$ cat src/rtl/pc_ctrl.sv
// Program counter / sequencer behind the ALU: sequential, absolute and relative redirects via a writable target table.
// One-cycle redirect latency. Outputs are registered or decoded from state. No backpressure: stall holds the PC in place.
module pc_ctrl #(
  parameter int PC_W   = 10,
  parameter int LUT_AW = 4,
  parameter int CNT_W  = 16
) (
  input  logic              clk,
  input  logic              reset,
  input  logic              start,
  input  logic              stall,
  input  logic              halt,
  input  logic              branch_en,
  input  logic              abs_jump,
  input  logic              jump_flag,
  input  logic [LUT_AW-1:0] lut_idx,
  input  logic              lut_we,
  input  logic [LUT_AW-1:0] lut_waddr,
  input  logic [PC_W-1:0]   lut_wdata,
  output logic [PC_W-1:0]   pc,
  output logic              running,
  output logic              done,
  output logic              pc_wrap_err,
  output logic [CNT_W-1:0]  cycle_cnt
);

  localparam int LUT_N = 1 << LUT_AW;

  typedef enum logic [1:0] {
    ST_IDLE = 2'd0,
    ST_RUN  = 2'd1,
    ST_DONE = 2'd2
  } state_e;

  state_e            state_q, state_d;
  logic [PC_W-1:0]   pc_q, pc_d;
  logic              wrap_err_q, wrap_err_d;
  logic [CNT_W-1:0]  cnt_q, cnt_d;
  logic [PC_W-1:0]   lut_q [LUT_N];
  logic [PC_W-1:0]   lut_d [LUT_N];
  logic [PC_W-1:0]   target;

  // Read sees pre-edge contents, so a same-cycle write to this index is not forwarded.
  assign target = lut_q[lut_idx];

  always_comb begin
    lut_d = lut_q;
    if (lut_we) begin
      lut_d[lut_waddr] = lut_wdata;
    end
  end

  always_comb begin
    state_d    = state_q;
    pc_d       = pc_q;
    wrap_err_d = wrap_err_q;
    cnt_d      = cnt_q;
    case (state_q)
      ST_IDLE, ST_DONE: begin
        if (start) begin
          state_d    = ST_RUN;
          pc_d       = '0;
          cnt_d      = '0;
          wrap_err_d = 1'b0;
        end
      end
      ST_RUN: begin
        if (cnt_q != '1) begin
          cnt_d = cnt_q + CNT_W'(1);
        end
        if (halt) begin
          state_d = ST_DONE;
        end else if (stall) begin
          pc_d = pc_q;
        end else if (abs_jump) begin
          pc_d = target;
        end else if (branch_en && jump_flag) begin
          // Table entry is a two's-complement offset; the add wraps silently.
          pc_d = pc_q + target;
        end else begin
          pc_d = pc_q + PC_W'(1);
          if (pc_q == '1) begin
            wrap_err_d = 1'b1;
          end
        end
      end
      default: begin
        state_d = ST_IDLE;
        pc_d    = '0;
      end
    endcase
  end

  always_ff @(posedge clk) begin
    if (reset) begin
      state_q    <= ST_IDLE;
      pc_q       <= '0;
      wrap_err_q <= 1'b0;
      cnt_q      <= '0;
      for (int i = 0; i < LUT_N; i++) begin
        lut_q[i] <= '0;
      end
    end else begin
      state_q    <= state_d;
      pc_q       <= pc_d;
      wrap_err_q <= wrap_err_d;
      cnt_q      <= cnt_d;
      lut_q      <= lut_d;
    end
  end

  assign pc          = pc_q;
  assign running     = (state_q == ST_RUN);
  assign done        = (state_q == ST_DONE);
  assign pc_wrap_err = wrap_err_q;
  assign cycle_cnt   = cnt_q;

endmodule

$ cat config.mk
export PLATFORM = sky130hd
export DESIGN_NAME = pc_ctrl
export DESIGN_NICKNAME = d
export VERILOG_FILES = /design/src/rtl/pc_ctrl.sv
export SDC_FILE = /design/constraint.sdc
export NUM_CORES = 1
export LEC_CHECK = 0
export BUFFER_PORTS_ARGS = -buffer_cell sky130_fd_sc_hd__buf_4
export CORE_UTILIZATION = 41
export CTS_CLUSTER_DIAMETER = 50
export DETAILED_ROUTE_END_ITERATION = 10
export PLACE_DENSITY_LB_ADDON = 0.12
export SLEW_MARGIN = 10
export SYNTH_ARGS = -nofsm -noshare
export SYNTH_HDL_FRONTEND = slang
export SYNTH_SLANG_ARGS = --single-unit
$ cat constraint.sdc
create_clock -name clk -period 3.6 [get_ports clk]
set_input_delay 0.18 -clock clk [delete_from_list [all_inputs] [get_ports clk]]
set_output_delay 0.18 -clock clk [all_outputs]
set_load 0.1 [all_outputs]
Word-level counts from Yosys, hierarchy flattened

Cells that the tools add are included.

$add $sub $neg: 3
Multiply operators: 0
Div/mod/pow operators: 0
Magnitude comparators: 3
Eq/ne operators: 12
Shifts and indexed selects: 0
Muxes and demuxes: 25
Bitwise logic cells: 2
Reduce and logical (&&, ||, !) cells: 9

Operators by type and width:

| kind                                                                    | count |
|---|---|
| 160-bit bitwise mux                                                     | 1 |
| 10-bit 2-to-1 mux                                                       | 8 |
| 10-bit binary-select mux with 4-bit select                              | 1 |
| 10-bit demux with 4-bit select                                          | 1 |
| 16-bit 2-to-1 mux                                                       | 2 |
| 16-bit case mux with 2 select lines                                     | 1 |
| 10-bit case mux with 2 select lines                                     | 1 |
| 16-bit by 1-bit adder with 16-bit output, second input constant         | 1 |
| 16-bit inequality test, second input constant                           | 1 |
| 2-bit inequality test, second input constant                            | 6 |
| 10-bit by 1-bit adder with 10-bit output, second input constant         | 1 |
| 10-bit adder                                                            | 1 |
| 10-bit equality test, second input constant                             | 1 |
| 5-bit greater-or-equal comparator, second input constant                | 2 |
| 4-bit NOT with 5-bit output                                             | 2 |
| 7-bit AND reduction                                                     | 1 |
| 1-bit 2-to-1 mux                                                        | 6 |
| 3-bit AND reduction                                                     | 2 |
| 5-bit by 1-bit < comparator with 1-bit output, second input constant    | 1 |
| 2-bit 2-to-1 mux                                                        | 2 |
| 2-bit by 1-bit inequality test with 1-bit output, second input constant | 2 |
| 2-bit case mux with 2 select lines                                      | 1 |
| 2-bit by 1-bit equality test with 1-bit output, second input constant   | 1 |
| 2-bit equality test, second input constant                              | 1 |
| other kinds (6)                                                         | 7 |

Flip-flop bits (word level): 189
Bits in latches: 0
RAM bits: 0
ROM bits: 0
Word-level logic and storage cells: 74
Memories kept: 0

Longest topological paths before layout

Gate-level depths: netlist of run 1.

Word-level depth: 10
Gate-level depth with buffers: 14
Depth with buffers taken out: 12

Worst setup path after synthesis of run 1

Ideal clock, no wire load.

Path kind: input-to-reg
From: in lut_idx[0]
To: reg pc_q[8] (netlist: pc[8])
Setup time: 128 ps
Data arrival time: 3,271 ps
Required time: 3,472 ps
Path slack: 201 ps
Stages on the path: 13
Path buffers: 2
Cell sequence: buf_6 > buf_4 > mux4_2 > mux4_2 > or2_1 > ha_1 > fa_1 > a21o_1 > a21oi_1 > o21ai_0 > a31oi_1 > xor2_1 > o31ai_1

Cells in the longest elaborated chain, start to end: 10

RTL lines:

| what                                                     | line | source |
|---|---|---|
| start: declaration                                       | 16   | `input logic [LUT_AW-1:0] lut_idx,` |
| 4-bit NOT with 5-bit output (implied by the code) (*)    | 44   | `assign target = lut_q[lut_idx];` |
| 10-bit binary-select mux with 4-bit select (*)           | 44   |  |
| 10-bit 2-to-1 mux (implied by the code) (*) (2 in a row) | 44   |  |
| 10-bit adder                                             | 79   | `pc_d = pc_q + target;` |
| 10-bit 2-to-1 mux                                        | 77   | `end else if (branch_en && jump_flag) begin` |
| 10-bit 2-to-1 mux (*)                                    | 75   | `end else if (abs_jump) begin` |
| 10-bit 2-to-1 mux (*)                                    | 73   | `end else if (stall) begin` |
| 10-bit 2-to-1 mux (*)                                    | 71   | `if (halt) begin` |
| 10-bit case mux with 2 select lines (*)                  | 58   | `case (state_q)` |
| end signal: assignment                                   | 105  | `pc_q <= pc_d;` |
| end: declaration                                         | 36   | `logic [PC_W-1:0] pc_q, pc_d;` |

Mark *: on every way between the ends. The rest lies on a longest branch, timed or not. The select of a mux whose other input is x is not followed.
A chain may end at the register's enable or synchronous reset.

Worst setup path in the final report of run 1

From: reg lut_q[10] in the netlist's numbering
To: reg pc_q[8] (netlist: pc[8])

Cells in the longest elaborated chain, start to end: 9

RTL lines:

| what                                                 | line | source |
|---|---|---|
| start: declaration                                   | 39   | `logic [PC_W-1:0] lut_q [LUT_N];` |
| start signal: assignment                             | 108  | `lut_q <= lut_d;` |
| 10-bit binary-select mux with 4-bit select           | 44   |  |
| 10-bit 2-to-1 mux (implied by the code) (2 in a row) | 44   |  |
| 10-bit adder                                         | 79   |  |
| 10-bit 2-to-1 mux                                    | 77   |  |
| 10-bit 2-to-1 mux                                    | 75   |  |
| 10-bit 2-to-1 mux                                    | 73   |  |
| 10-bit 2-to-1 mux                                    | 71   |  |
| 10-bit case mux with 2 select lines                  | 58   |  |

Every way passes these cells. The select of a mux whose other input is x is not followed.

==> impl_results.md, run 1 <==
- Status: complete, no violations
- Final nets: 910
- Cell variety after synth: 49
- Placeable Area: 21000 um^2
- Worst IR drop on VDD: 0.323 mV
- GRT met1 Usage: 27.3%
- P_leak: 3.91 nW
- CTS resizes: 0
- Inserted Clock Buffers: 17
- DRT iter0 DRCs: 343
- Arr. time, crit path: 3.65 ns
- Remaining DRCs: 0
- Gr busiest metal: met2
- Post-Syn Instances: 846
- Initial Util: 41.7%
- Longest Clk Path Bufs: 2
- H-tree Lvls: 4
- P_sw: 0.00100 W
- Most common flop cell mapped by yosys: dfxtp_1
- Clk pin slew, worst setup/hold paths: 0.07 ns
- Via count: 6264
- Worst skew pair latency: 0.42 ns
- # Post-CTS Setup Buffers: 0
- Worst Max-Slew Pin Slew: 1.03 ns
- Post-route ant nets: 0
- Critical Path RT: 3.91 ns
- Final wirelength: 21300 um
- Max FO, Critical Path: 3
- Final worst slack: 0.260 ns
- Pre-Repair DR Iteration Count: 5
- FFs w/ async S/R, synth: 0%
- Final hold vios: 0
- Total congestion overflow: 0
- Hold Path Class: in2reg
- Rows: 53
- Yosys top cell by area: dfxtp_1
- Count of max-cap constraint violations: 0
- Avg WL per Cell: 18.4 um
- Met3 Use GR: 3.37%
- Crit Path Class: reg2reg
- First-pass GRT wire length: 33500 um
- Syn_nets: 884
- RSZ-0062 raised after global routing: false
- Ys Warns: 0
- Skew final: 0.00766 ns
- Initial antenna violation count: 1
- Gr usage total: 20.1%
- Largest net degree at the start of global routing: 94
- Final Max Slew Viols: 0
- Root Driver: clkbuf_16
- Pwr dens: 422 nW/um^2
- Share of cells above drive strength 1: 15.5%
- DP HPWL: 14200 um
- Critical Path Source Type: register
- DIE WIDTH: 148 um
- Area grow syn2layout: 12.9%
- Critical path capture point type: register
- Slew headroom: 31.0%
- Clk pwr share: 41.4%
- GR Util met2: 32.6%
- Final period util: 92.8%
- Switch share: 24.1%
- CTS tree: done
- EDFF count, synth: 0
- Ports: 56
- Area share of the largest cell type after synthesis: 43.3%
- Synthesized area per cell: 10.3 um^2
- Synth area leaders: dfxtp_1, mux2i_1, mux4_2
- Port Buffers: 55
- Pint: 0.00316 W
- Comb power frac: 7.5%
- Final setup vio count: 0
- Gpl congestion: 0.815
- Clock Sinks: 189
- Sequential share of the synthesized area: 43.3%
- Post-layout minimum cycle time: 3.34 ns
- Max Fclk: 299 MHz
- Hold_buf cts: 0
- Sequential share of power: 51.1%
- Dpl ws: 0.00877 ns
- Vias per cell: 5.40
- FF+latch count, synth: 189
- Die height: 148 um
- Post-Syn Area: 8750 um^2
- Vias in the first global route: 6091
- Die footprint: 21900 um^2
- Setup TNS: 0 ns
[routing by layer]
layer  vias to the layer above  share of wire [%]
met5                         -                  0
met1                      3072                 47
met4                         0                1.6
met3                        20                4.2
li1                       3040                  -
met2                       132                 47
[per-stage QoR]
stage	instances	hold slack, ns	area [um^2]	utilization, %	total power [W]
2_1_floorplan	846	0.327	8750	-	0.00239
3_3_place_gp	1128	0.437	9340	44.5	0.00248
3_5_place_dp	1128	0.448	9340	44.5	0.00249
4_1_cts	1160	0.0398	9870	47.1	0.00422
5_1_grt	1161	0.0741	9880	47.1	0.00433
6_report	1161	0.0603	9880	47.1	0.00417
[cell usage after synthesis, types with 2 or more instances]
master / instances
dfxtp_1: 189
nor2_1: 179
mux2i_1: 157
nand2_1: 47
clkbuf_1: 42
mux4_2: 30
a21oi_1: 22
mux4_1: 14
nor2b_1: 13
o21ai_0: 12
xnor2_1: 11
ha_1: 10
nand2b_1: 10
nor2_2: 9
xor2_1: 9
buf_2: 8
nand3_1: 8
a211oi_1: 6
inv_1: 6
nand4_1: 6
a2111oi_0: 5
a31oi_1: 4
nand3b_1: 4
or3_1: 4
a21o_1: 3
a22o_1: 3
nor3_1: 3
o21ai_1: 3
a22oi_1: 2
a32oi_1: 2
buf_4: 2
buf_6: 2
mux2_2: 2
o21bai_1: 2
o31a_1: 2
o31ai_1: 2
[placed cells by master, fill, tap and decap left out, types with 8 or more instances in the layout]
master | netlist | final
xor2_1 | 9 | 9
nor2_2 | 9 | 9
nand3_1 | 8 | 8
nand2b_1 | 10 | 10
mux2i_1 | 157 | 157
nor2b_1 | 13 | 13
mux4_2 | 30 | 30
a21oi_1 | 22 | 22
xnor2_1 | 11 | 11
ha_1 | 10 | 10
nand2_1 | 47 | 47
buf_4 | 2 | 61
mux4_1 | 14 | 14
clkbuf_16 | 0 | 17
nor2_1 | 179 | 179
dfxtp_1 | 189 | 189
o21ai_0 | 12 | 12
[area by class of cell]
cell class                      count  area [um^2]
Fill cell                        1927        11100
Multi-Input combinational cell    595         4690
Clock buffer                       22          474
Inverter                            6         22.5
Antenna cell                        1         2.50
Clock inverter                     10         65.1
Timing Repair Buffer               63          498
Sequential cell                   189         3780
Tap cell                          275          344
[sequential cells by signal (all words and copies together), names as in the netlist]
| register | cells |
|---|---|
| cycle_cnt | 16 |
| pc | 10 |
| lut_q | 160 |
| state_q | 2 |
| pc_wrap_err | 1 |
[worst paths after layout]
kind                     end  slack (ns)  cells after the start       from
hold / removal    state_q[0]        0.06                      4       halt
setup / recovery       pc[8]        0.26                     11  lut_q[10]
hold reg to reg    lut_q[32]        0.46                      2  lut_q[32]
setup reg to reg       pc[8]        0.26                     11  lut_q[10]
[power by group through the flow]
stage          registers, W  clock network (W)  logic [W]
2_1_floorplan       0.00219                  0   0.000209
3_3_place_gp        0.00218                  0   0.000307
3_5_place_dp        0.00218                  0   0.000313
4_1_cts             0.00213            0.00178   0.000314
5_1_grt             0.00213            0.00186   0.000336
6_report            0.00213            0.00173   0.000311
[logic make-up after synthesis]
| logic type | after synthesis | synth area share, % |
|---|---|---|
| AO/OA/AOI/OAI | 73 | 5.46 |
| flip-flops | 189 | 43.3 |
| buffers and inverters | 62 | 3.22 |
| adder cells (fa/ha/maj) | 11 | 1.66 |
| XOR/XNOR | 21 | 2.27 |
| multiplexers | 203 | 30.2 |
| AND/OR/NAND/NOR | 287 | 14.0 |
[worst max-delay path: stages (launching register included)]
cell     delay (ns)
dfxtp_1        0.33
mux4_2         0.45
mux4_2         0.48
or2_1          0.22
ha_1           0.22
fa_1           0.42
a21o_1         0.20
a21oi_1        0.23
o21ai_0        0.18
a31oi_1        0.23
xor2_1         0.17
o31ai_1        0.07
No activity file was read; power rests on OpenSTA's default activity.
==> run 2, diff against run 1 <==
ABC_AREA = 1   (was not set)
==> run 2 against run 1 <==
Against the previous run: sequential share of layout area down 1.0 points; critical path depth up 8; design area up 2.8%; combinational power up 56%; critical endpoint is now pc[7]; largest cell class unchanged; highest routed layer unchanged.
==> impl_results.md, run 2 <==
- Crit Path Class: in2reg
- Avg WL per Cell: 17.1 um (-6.9%)
- Final setup vio count: 0 (unchanged)
- Slowest cell on the critical path: inv_1
- Yosys top cell by area: dfxtp_1
- CP max stage delay: 0.45 ns (-0.03 ns)
- Buf/Inv on CP: 4 (+4)
- Setup TNS: 0 ns (unchanged)
- Arr. time, crit path: 3.11 ns (-0.54 ns)
- Remaining DRCs: 0 (unchanged)
- Delay-heaviest family, CP: buffers and inverters
- EDFF count, synth: 0 (unchanged)
- Final nets: 1345 (+48%)
- Synth area leaders: dfxtp_1, nor2_1, o21ai_0
- Worst IR drop on VDD: 0.307 mV (-5.2%)
- Dpl ws: 0.420 ns (+0.411 ns)
- Pre-Repair DR Iteration Count: 7 (+2)
- Fillcell total: 2171 (+13%)
- Post-Syn Instances: 1298 (+53%)
- Final wirelength: 27300 um (+28%)
- Gr usage total: 25.2% (+5.1 points)
- Largest net degree at the start of global routing: 160 (+70%)
- Most common cell after layout, fill and taps aside: nor2_1
- Via count: 8541 (+36%)
- Most flops, register: lut_q
- Fin cells: 1595 (+37%)
- Worst hold endpoint: state_q[1]
- Area grow syn2layout: 12.8% (about the same)
- Vias per cell: 5.35 (-0.75%)
- Share of cells above drive strength 1: 9.55% (-5.9 points)
- Final worst slack: 0.816 ns (+0.556 ns)
- Post-Place Cells: 1562 (+38%)
- Most frequent cells in the layout: nor2_1, o21ai_0, dfxtp_1
- Inserted Clock Buffers: 17 (unchanged)
- FF+latch count, synth: 189 (unchanged)
- Worst Min Path Start: halt
- Longest Clk Path Bufs: 2 (unchanged)
- Final Max Slew Viols: 0 (unchanged)
- Critical Path RT: 3.92 ns (about the same)
- Worst Max-Slew Pin Slew: 0.930 ns (-0.0988 ns)
- Most common flop cell mapped by yosys: dfxtp_1
- Count of max-cap constraint violations: 0 (unchanged)
- Ys Warns: 0 (unchanged)
- Critical Path Source Type: primary input
- Ports: 56 (unchanged)
- DP HPWL: 17200 um (+22%)
- First-pass GRT wire length: 43500 um (+30%)
- Flip-flop and latch area: 3780 um^2 (unchanged)
- Rows: 53 (unchanged)
- RSZ-0062 raised after global routing: false
- Vias in the first global route: 7788 (+28%)
- Status: complete, no violations
- Pwr dens: 458 nW/um^2 (+8.6%)
- Slew headroom: 37.8% (+6.8 points)
- Initial antenna violation count: 0 (-1)
- CTS tree: done
- Max FO, Critical Path: 15 (+12)
- Die height: 150 um (+1.4%)
- FFs w/ async S/R, synth: 0% (unchanged)
- FF-to-FF Start: lut_q[107]
- Initial Util: 42.3% (+0.54 points)
- DIE WIDTH: 150 um (+1.4%)
- Critical path capture point type: register
- H-tree Lvls: 4 (unchanged)
- Reg2reg end: pc[9]
- Die footprint: 22600 um^2 (+2.9%)
- Skew final: 0.00781 ns (+0.000144 ns)
- Hold Path Class: in2reg
- Synthesized area per cell: 6.93 um^2 (-33%)
- Port Buffers: 55 (unchanged)
- Clock Sinks: 189 (unchanged)
- # Post-CTS Setup Buffers: 0 (unchanged)
- Post-layout minimum cycle time: 2.78 ns (-0.556 ns)
- Clk pin slew, worst setup/hold paths: 0.07 ns (about the same)
- Placeable Area: 21300 um^2 (+1.6%)
- Final hold vios: 0 (unchanged)
- Post-route ant nets: 0 (unchanged)
- Commonest cells in the synthesized netlist: nor2_1, o21ai_0, dfxtp_1
- Multi-input gate area: 4440 um^2 (-5.3%)
- Max Fclk: 359 MHz (+20%)
- DRT iter0 DRCs: 749 (+120%)
- Area share of the largest cell type after synthesis: 42.0% (-1.2 points)
- WHS Path Cells: 3 (-1)
- CTS resizes: 0 (unchanged)
- Post-Syn Area: 9000 um^2 (+2.9%)
- P_leak: 4.12 nW (+5.2%)
- Diodes inserted: 0 (-1)
- Gpl congestion: 0.900 (+10%)
- Count leader, synth: nor2_1
- Final period util: 77.3% (-15 points)
- Root Driver: clkbuf_16
- Cell variety after synth: 35 (-29%)
- Max reg flops: 160 (unchanged)
- Reg2reg setup slack: 0.88 ns (+0.62 ns)
- Crit-path cells: buf_4 -> inv_1 -> buf_4 -> o21ai_0 -> o221ai_1 -> nand3_1 -> nand2_1 -> inv_1 -> nor2_1 -> ha_1 -> a21oi_1 -> o21ai_0 -> nor2_1 -> nor2_1 -> nor2_1 -> xor2_1 -> nand2_1 -> nand3_1 -> a21oi_1
- Cell repeated most along the worst path: nor2_1
- Total congestion overflow: 0 (unchanged)
- Worst skew pair latency: 0.43 ns (about the same)
- Syn_nets: 1336 (+51%)
- Sequential share of the synthesized area: 42.0% (-1.2 points)
- Reg2Reg Depth: 18 (+7)
-- run 2: changes by cell type in the layout (fill, tap and decap cells not counted), moves of 10 or more --
cell      previous run  this run
nor2_1             179       343
o21ai_0             12       242
o211ai_1             0        12
a21oi_1             22        81
mux4_1              14         0
nor2b_1             13         0
nand3_1              8        53
nand2b_1            10         0
mux2i_1            157         0
inv_1                6        94
mux4_2              30         0
o221ai_1             0        25
nand2_1             47        94
-- run 2: cell families (layout without fill, tap and decap cells) --
| kind of cell | after synthesis | count (layout) | synth area share [%] |
|---|---|---|---|
| AND/OR/NAND/NOR | 524 | 524 | 24.2 |
| XOR/XNOR | 7 | 7 | 0.681 |
| adder cells (fa/ha/maj) | 11 | 11 | 1.61 |
| flip-flops | 189 | 189 | 42.0 |
| buffers and inverters | 187 | 209 | 8.67 |
| AO/OA/AOI/OAI | 380 | 380 | 22.8 |
-- run 2: final cells by class --
type                       count  share of cell area (%)
timing repair buffer          69                    5.50
inverter                     108                    4.00
tap                          275                    3.39
multi-input combinational    922                    43.7
clock inverter                11                    1.53
clock buffer                  21                    4.63
sequential                   189                    37.3
-- run 2: worst reg2reg max path, stage by stage (launching register included) --
cell and delay, ns:
dfxtp_1 0.32, nor2_1 0.10, nor2_1 0.04, o21ai_0 0.09, o211ai_1 0.17, o211ai_1 0.23
nand2_1 0.17, inv_1 0.10, nor2_1 0.04, ha_1 0.38, inv_1 0.07, nor3_1 0.33
nand3_1 0.14, nand3_1 0.14, inv_1 0.05, nand2_1 0.05, nand3_1 0.06, nand2_1 0.07
a21oi_1 0.05
-- run 2: routing by layer --
metal | wire [um] | GRT usage, % | vias up
met5 | 0 | 0 | -
met4 | 832 | 10.6 | 0
met3 | 1450 | 3.97 | 43
met2 | 11800 | 38.3 | 242
met1 | 13200 | 35.2 | 3939
li1 | - | - | 4317
-- run 2: worst max path at each step --
stage / startpoint / to / slack [ns] / cells after the start
finish: lut_idx[1] / pc[7] / 0.82 / 19
global route: lut_idx[1] / pc[7] / 0.51 / 19
CTS: lut_idx[1] / pc[7] / 0.87 / 19
detailed placement: lut_idx[1] / pc[7] / 0.42 / 19
global placement: lut_idx[1] / pc[6] / 0.51 / 15
floorplan: pc[0] / pc[6] / 1.12 / 9
-- run 2: repair_timing --
item,CTS,global route
endpoints found under the hold margin,1,0
endpoints found under the setup margin,0,0
hold buffers,1,0
-- run 2: metrics by stage --
| stage | util [%] | hold slack [ns] | power, W | instance area [um^2] |
|---|---|---|---|---|
| after floorplan | - | 0.315 | 0.00252 | 9000 |
| after global placement | 44.7 | 0.434 | 0.00268 | 9520 |
| after detailed placement | 44.7 | 0.438 | 0.00268 | 9520 |
| after CTS | 47.7 | 0.0316 | 0.00468 | 10200 |
| after global routing | 47.7 | 0.0425 | 0.00483 | 10200 |
| final | 47.7 | 0.0421 | 0.00465 | 10200 |
-- run 2: power by group --
group / total (W) / leakage, nW / internal (W) / switching [W]
Clock: 0.00201 / 0.305 / 0.00116 / 0.000851
Combinational: 0.000485 / 2.28 / 0.000135 / 0.000350
Sequential: 0.00216 / 1.53 / 0.00213 / 0.0000239
==> run 3, diff against run 2 <==
clock period = 2.56 ns   (was 3.6 ns; I/O delays follow)
==> run 3 against run 2 <==
Against the previous run: register-to-register slack got worse by 0.72 ns; non-clock buffer count rose by 44; first-iteration DRC count is 5.9% lower; wire length increased by 0.13%; sequential share of layout area shrank 1.5 points; clock-buffer cell count is 2 lower; sequential power is 40% higher; critical endpoint is now pc[8]; highest routed layer unchanged.
==> impl_results.md, run 3 (synthesized netlist as in run 2, its figures left out) <==
- Status: complete, no violations
- Final hold vios: 0 (unchanged)
- Inserted Clock Buffers: 17 (unchanged)
- Count of max-cap constraint violations: 0 (unchanged)
- Critical path capture point type: register
- Reg2Reg Depth: 14 (-4)
- Worst hold slack: 0.0163 ns (-0.0259 ns)
- Max reg flops: 160 (unchanged)
- Crit Path Class: reg2reg
- Avg WL per Cell: 16.7 um (-2.6%)
- Fin cells: 1639 (+2.8%)
- DIE WIDTH: 150 um (unchanged)
- P_leak: 4.36 nW (+5.8%)
- Longest Clk Path Bufs: 2 (unchanged)
- DP HPWL: 17600 um (+2.1%)
- Most common cell after layout, fill and taps aside: nor2_1
- Die footprint: 22600 um^2 (unchanged)
- Vias per cell: 5.33 (-0.39%)
- Area grow syn2layout: 17.8%
- Worst skew pair latency: 0.44 ns (about the same)
- Buf/Inv on CP: 4 (unchanged)
- Total power: 0.00638 W (+37%)
- Hold Path Class: in2reg
- CP max stage delay: 0.33 ns (-0.12 ns)
- Root Driver: clkbuf_16
- Reg2reg setup slack: 0.16 ns (-0.72 ns)
- Max FO, Critical Path: 4 (-11)
- Die height: 150 um (unchanged)
- DRT iter0 DRCs: 705 (-5.9%)
- Gpl congestion: 0.795 (-12%)
- Post-layout minimum cycle time: 2.40 ns
- Placeable Area: 21300 um^2 (unchanged)
- First-pass GRT wire length: 43400 um (-0.28%)
- Most frequent cells in the layout: nor2_1, o21ai_0, dfxtp_1
- Post-route ant nets: 0 (unchanged)
- Slowest cell on the critical path: ha_1
- Delay-heaviest family, CP: compound AO/OA/AOI/OAI gates
- Clock Sinks: 189 (unchanged)
- Critical Path RT: 2.89 ns (-1.03 ns)
- Max Fclk: 417 MHz
- Initial antenna violation count: 0 (unchanged)
- Largest net degree at the start of global routing: 161 (+0.63%)
- Via count: 8742 (+2.4%)
- Arr. time, crit path: 2.72 ns (-0.39 ns)
- Final period util: 93.6%
- Final Max Slew Viols: 0 (unchanged)
- Critical Path Source Type: register
- Post-Place Cells: 1603 (+2.6%)
- Multi-input gate area: 4530 um^2 (+2.0%)
- Final nets: 1389 (+3.3%)
- Vias in the first global route: 7927 (+1.8%)
- Slew headroom: 61.4% (+24 points)
- Launch point of the worst path: lut_q[96]
- H-tree Lvls: 4 (unchanged)
- Remaining DRCs: 0 (unchanged)
- Worst path depth: 14 (-5)
- Rows: 53 (unchanged)
- Total congestion overflow: 0 (unchanged)
- Cell repeated most along the worst path: buf_4
- Skew final: 0.00633 ns (-0.00148 ns)
- Worst IR drop on VDD: 0.377 mV (+23%)
- Gr usage total: 25.1% (-0.070 points)
- End-of-flow core utilization: 49.8% (+2.1 points)
- Reg2reg end: pc[8]
- Pwr dens: 602 nW/um^2 (+31%)
- Port Buffers: 55 (unchanged)
- CTS tree: done
- Final wirelength: 27300 um (+0.13%)
- FF-to-FF Start: lut_q[96]
- WHS Path Cells: 2 (-1)
- Worst hold endpoint: cycle_cnt[15]
- Setup TNS: 0 ns (unchanged)
- Worst Max-Slew Pin Slew: 0.580 ns (-0.351 ns)
- Fillcell total: 2121 (-2.3%)
- Most flops, register: lut_q
- Pre-Repair DR Iteration Count: 5 (-2)
- Flip-flop and latch area: 3790 um^2 (about the same)
- Crit-path cells: o21ai_0 -> o221ai_2 -> o211ai_1 -> buf_4 -> nand2_1 -> inv_1 -> nor2_1 -> ha_1 -> buf_4 -> buf_4 -> a31oi_1 -> a21oi_1 -> o211ai_1 -> a21oi_1
- Share of cells above drive strength 1: 14.1% (+4.5 points)
- Worst Min Path Start: reset
- RSZ-0062 raised after global routing: true
- Clk pin slew, worst setup/hold paths: 0.07 ns (about the same)
- Final setup vio count: 0 (unchanged)
- Initial Util: 42.3% (unchanged)
- Diodes inserted: 0 (unchanged)
- Ports: 56 (unchanged)
==> run 3: cell types whose count changed in the layout (fill, tap and decap cells not counted), sizes merged <==
| cell | before | now |
|---|---|---|
| clkbuf | 21 | 19 |
| buf | 68 | 111 |
| dlygate4sd3 | 1 | 2 |
| clkinv | 9 | 14 |
| bufinv | 3 | 1 |
| clkinvlp | 1 | 2 |
| inv | 106 | 104 |
==> run 3: worst max-delay path by stage <==
stage / end / slack, ns
3_5_place_dp: pc[6] / -0.19
3_3_place_gp: pc[6] / -0.13
4_1_cts: pc[6] / 0.02
2_1_floorplan: pc[6] / 0.08
6_report: pc[8] / 0.16
5_1_grt: pc[9] / -0.05
==> run 3: metrics by stage <==
| step | worst slack, ns | instance area, um^2 |
|---|---|---|
| 2_1_floorplan | 0.0849 | 9000 |
| 3_3_place_gp | -0.129 | 9900 |
| 3_5_place_dp | -0.188 | 9900 |
| 4_1_cts | 0.0208 | 10500 |
| 5_1_grt | -0.0536 | 10600 |
| 6_report | 0.163 | 10600 |
==> run 3: layout make-up <==
type / instances / area share [%]
multi-input combinational: 922 / 42.7
sequential: 189 / 35.7
timing repair buffer: 113 / 9.11
clock buffer: 19 / 4.27
inverter: 108 / 3.84
tap: 275 / 3.25
clock inverter: 13 / 1.11
==> run 3: power breakdown <==
group	switching [W]	internal (W)	total [W]
clock	0.00120	0.00140	0.00260
combinational	0.000501	0.000247	0.000748
sequential	0.0000350	0.00300	0.00303
total	0.00174	0.00464	0.00638
==> run 3: per-layer routing <==
metal / part of all wire [%] / track usage, % / vias up
li1: - / - / 4405
met1: 48 / 34.5 / 4120
met2: 45 / 40.1 / 186
met3: 4.7 / 4.39 / 31
met4: 1.9 / 7.37 / 0
met5: 0 / 0 / -
==> run 3: repair_timing <==
action	4_1_cts	5_1_grt
gates resized for setup	0	33
hold buffers	2	0
endpoints found under the hold margin	1	0
setup buffers	0	2
endpoints found under the setup margin	0	7
